--- src/rtl/cpu_pkg.sv ---
// Shared CPU constants: fetch sequencer states, pacing phases and opcode field layout.
package cpu_pkg;
  typedef enum logic [1:0] {IDLE, RUN, HALTED, FINISHED} seq_state_t;

  localparam logic [3:0] OP_BR    = 4'b1111;
  // PC advances in PH_PC; the instruction latches in PH_LATCH, which is also the frozen value.
  localparam logic [1:0] PH_PC    = 2'd0;
  localparam logic [1:0] PH_LATCH = 2'd1;
  localparam logic [1:0] PH_HOLD  = 2'd1;

  localparam int OPC_HI = 8;
  localparam int OPC_LO = 5;
  localparam int IDX_HI = 4;
endpackage

--- src/rtl/fetch_sequencer.sv ---
// Paces the PC with a 4-phase counter, latches fetched instructions, decodes
// relative branches and sequences start/halt across NPROG programs.
module fetch_sequencer
  import cpu_pkg::*;
#(
  parameter int IW    = 9,
  parameter int NPROG = 3
) (
  input  logic          CLK,
  input  logic          Init,
  input  logic          Start,
  input  logic          Halt,
  input  logic [11:0]   PC,
  input  logic [IW-1:0] Inst_in,
  output logic [11:0]   Inst_addr,
  output logic [1:0]    Counter,
  output logic [IW-1:0] Inst_reg,
  output logic          Branch_rel_en,
  output logic [7:0]    Target,
  output logic          Running,
  output logic          Done,
  output logic [1:0]    Prog_cnt
);
  seq_state_t state;
  logic       last_prog;

  assign Inst_addr = PC;
  assign Running   = (state == RUN);
  assign last_prog = (int'(Prog_cnt) + 1 >= NPROG);

  always_ff @(posedge CLK) begin
    if (Init) begin
      state    <= IDLE;
      Counter  <= PH_HOLD;
      Inst_reg <= '0;
      Prog_cnt <= 2'd0;
      Done     <= 1'b0;
    end else begin
      Done <= 1'b0;
      case (state)
        IDLE, HALTED: begin
          // Resume from the held phase so the first phase seen in RUN is 2.
          if (Start) begin
            state   <= RUN;
            Counter <= PH_HOLD + 2'd1;
          end else begin
            Counter <= PH_HOLD;
          end
        end
        RUN: begin
          // Halt beats a same-edge Start; the PC takes its last advance on this edge.
          if (Halt) begin
            Done    <= 1'b1;
            Counter <= PH_HOLD;
            if (int'(Prog_cnt) < NPROG) Prog_cnt <= Prog_cnt + 2'd1;
            state   <= last_prog ? FINISHED : HALTED;
          end else begin
            Counter <= Counter + 2'd1;
            if (Counter == PH_LATCH) Inst_reg <= Inst_in;
          end
        end
        default: Counter <= PH_HOLD;
      endcase
    end
  end

  always_comb begin
    Branch_rel_en = Running && (Inst_reg[OPC_HI:OPC_LO] == OP_BR);
    Target        = {3'b000, Inst_reg[IDX_HI:0]};
  end
endmodule

--- config.mk ---
export PLATFORM = sky130hd
export DESIGN_NAME = fetch_sequencer
export DESIGN_NICKNAME = d
export VERILOG_FILES = /design/src/rtl/cpu_pkg.sv /design/src/rtl/fetch_sequencer.sv
export SDC_FILE = /design/constraint.sdc
export NUM_CORES = 1
export LEC_CHECK = 0
export ABC_AREA = 1
export CAP_MARGIN = 30
export CORE_MARGIN = 3
export CORE_UTILIZATION = 35
export DETAILED_ROUTE_END_ITERATION = 16
export GPL_TIMING_DRIVEN = 0
export PLACE_DENSITY = 0.87
export SKIP_CTS_REPAIR_TIMING = 1
export SYNTH_ARGS = -nofsm -noshare
export SYNTH_HDL_FRONTEND = slang
export SYNTH_SLANG_ARGS = --single-unit
--- constraint.sdc ---
create_clock -name CLK -period 1.7 [get_ports CLK]
set_clock_uncertainty 0.15 [all_clocks]
set_input_delay 0.425 -clock CLK [delete_from_list [all_inputs] [get_ports CLK]]
set_output_delay 0.425 -clock CLK [all_outputs]
set_load 0.05 [all_outputs]
==> qor.txt <==
Pin count of the biggest net entering global routing = 11
Async S/R FF share, synth = 0%
Post-synth top cells = nor2_1 (27), buf_4 (20), dfxtp_1 (16), inv_1 (16), nand2_1 (16)
Global-route usage over all layers = 13.20%
WL per Instance = 10.73 µm
Syn Inst Count = 129
Via count = 925
Max Cap Violations = 0
Synth Cell Area = 925.9 µm²
Inserted Clock Buffers = 3
Core area = 2500 µm²
PwrDens = 755.8 nW/µm²
Sequential fraction of the synthesis area = 34.59%
Layout overhead on the synthesized area = 59.32%
CP arrival = 1.32 ns
Max IR drop VDD = 0.4018 mV
Final ANT Viol Nets = 0
Latest clock arrival within the worst-skew pair = 0.28 ns
CP required = 1.12 ns
Failing checks = setup timing
Root buffer cell = clkbuf_4
Final Non-Filler Cells = 210
Fin nets = 210
Outcome = finished, violations left
Post-layout min period = 1.891 ns
Syn avg cell area = 7.177 µm²
Total power draw = 1.115 mW
Startpoint Class = register
Place WS = -0.4782 ns
Pleak = 0.9520 nW
# rows = 18
Worst Tran Pin Value = 0.5146 ns
Synth area leader = dfxtp_1
Max reg flops = 9
Antenna diodes = 0
GRT overflow = 0
Vias per inst = 4.405
Iter 0 DRT Violations = 22
Area after DPL = 1448 µm²
Starting density of the core = 37.04%
Clock sinks = 16
Top-area cell type share of the netlist area = 34.59%
Worst hold-check path type = register to register
Die X = 57.44 µm
Worst-path clk slew = 0.09 ns
Die area = 3299 µm²
Synth warn = 0
DRC = 0
H-Tree Depth = 1
Max Slew Vio Count = 0
Top Ports = 61
Post-route cell area = 1475 µm²
First-pass GRT wire length = 3498 µm
Fraction of layout cells with a size suffix above 1 = 27.22%
Max Fanout on Critical Path = 10
Unique cell type count in the Yosys netlist = 17
Most common cell in the netlist = nor2_1
Fin crit share = 111.2%
Critical path class = register to output pin
#FFs+latches synth = 16
Drt pass-1 iters = 4
Number of global-route vias before repair = 867
Chip Height = 57.44 µm
Ys flop type = dfxtp_1
Largest cells by area after synthesis = dfxtp_1 (35%), buf_4 (16%), nor2_1 (11%), nand4_1 (8.1%), inv_1 (6.5%)
RSZ-0062 raised after global routing = yes
Worst Setup End Kind = output pin
Post-synth EDFFs = 0
Final setup viols = 2
Placed cells = 206
Final worst slack = -0.1912 ns
HPWL Detailed = 1834 µm
Final hold viol count = 0
Wirelength, routed = 2254 µm
Placer Congestion = 0.7426
Port Buf Inserts = 45
CTS tree = built
Maximum clock path buffer count = 2
Rel. slew slack = 65.64%
Initial antenna violation count = 0
Maximum clock frequency = 0.5288 GHz
==> final timing paths <==
check / startpoint / cells past startpoint / slack [ns] / end
worst max-delay path: state[0] / 4 / -0.19 / Running
worst min-delay path: Inst_reg[2] / 2 / 0.36 / Inst_reg[2]
worst max register to register: Counter[0] / 6 / 0.32 / Inst_reg[7]
worst min register to register: Inst_reg[2] / 2 / 0.36 / Inst_reg[2]
==> power breakdown <==
group / switching [mW] / total, mW / leakage (nW) / internal (mW)
Clock: 0.113 / 0.204 / 0.0150 / 0.0911
Combinational: 0.315 / 0.481 / 0.803 / 0.166
Sequential: 0.0266 / 0.430 / 0.134 / 0.403
Total: 0.454 / 1.11 / 0.952 / 0.661
==> stage by stage <==
step                utilization [%]  hold WS (ns)  TNS, ns
finish                        59.01        0.3579  -0.1986
global route                  59.01        0.3801  -0.3605
CTS                           58.96        0.3594   -10.46
detailed placement            57.91        0.3430   -4.542
global placement              57.91        0.3315   -3.788
floorplan                         -        0.3441        0
==> cell usage in the layout (no fill, tap or decap) <==
cell type	n
nor2_4	2
nand2_1	16
nand3_1	3
clkdlybuf4s50_1	12
nand2_2	1
nor3_4	1
clkbuf_1	1
inv_2	1
buf_4	21
inv_1	16
conb_1	3
nor2_1	27
buf_2	3
dlymetal6s2s_1	21
clkbuf_4	3
buf_6	2
nand4_1	12
ha_1	4
clkbuf_2	10
dfxtp_1	12
or2_2	1
dfxtp_4	4
a21oi_1	4
==> cell families after synthesis <==
| kind of cell | synth area share, % |
|---|---|
| flip-flops | 34.59 |
| other | 0.4050 |
| AND/OR/NAND/NOR | 31.49 |
| buffers and inverters | 25.94 |
| adder cells (fa/ha/maj) | 5.406 |
| AO/OA/AOI/OAI | 2.162 |
==> cell type report <==
cell class | instances | area (µm²)
Fill cell | 241 | 1025
Timing Repair Buffer | 45 | 451.7
Multi-Input combinational cell | 74 | 384.1
Sequential cell | 16 | 335.3
Buffer | 24 | 176.4
Inverter | 17 | 63.81
Tap cell | 30 | 37.54
Clock buffer | 4 | 26.28
==> worst max-delay path, cell delays in order (launching register included) <==
cell	delay (ns)
dfxtp_1	0.39
inv_2	0.10
nor2_4	0.18
buf_6	0.17
buf_4	0.20
==> layer usage <==
layer	GRT usage, %	up-vias	part of all wire [%]
li1	-	480	-
met1	15.88	402	40
met2	23.39	41	49
met3	2.715	2	9.7
met4	3.974	0	0.89
met5	0	-	0
Note: power is estimated with default switching activity, not from simulation.
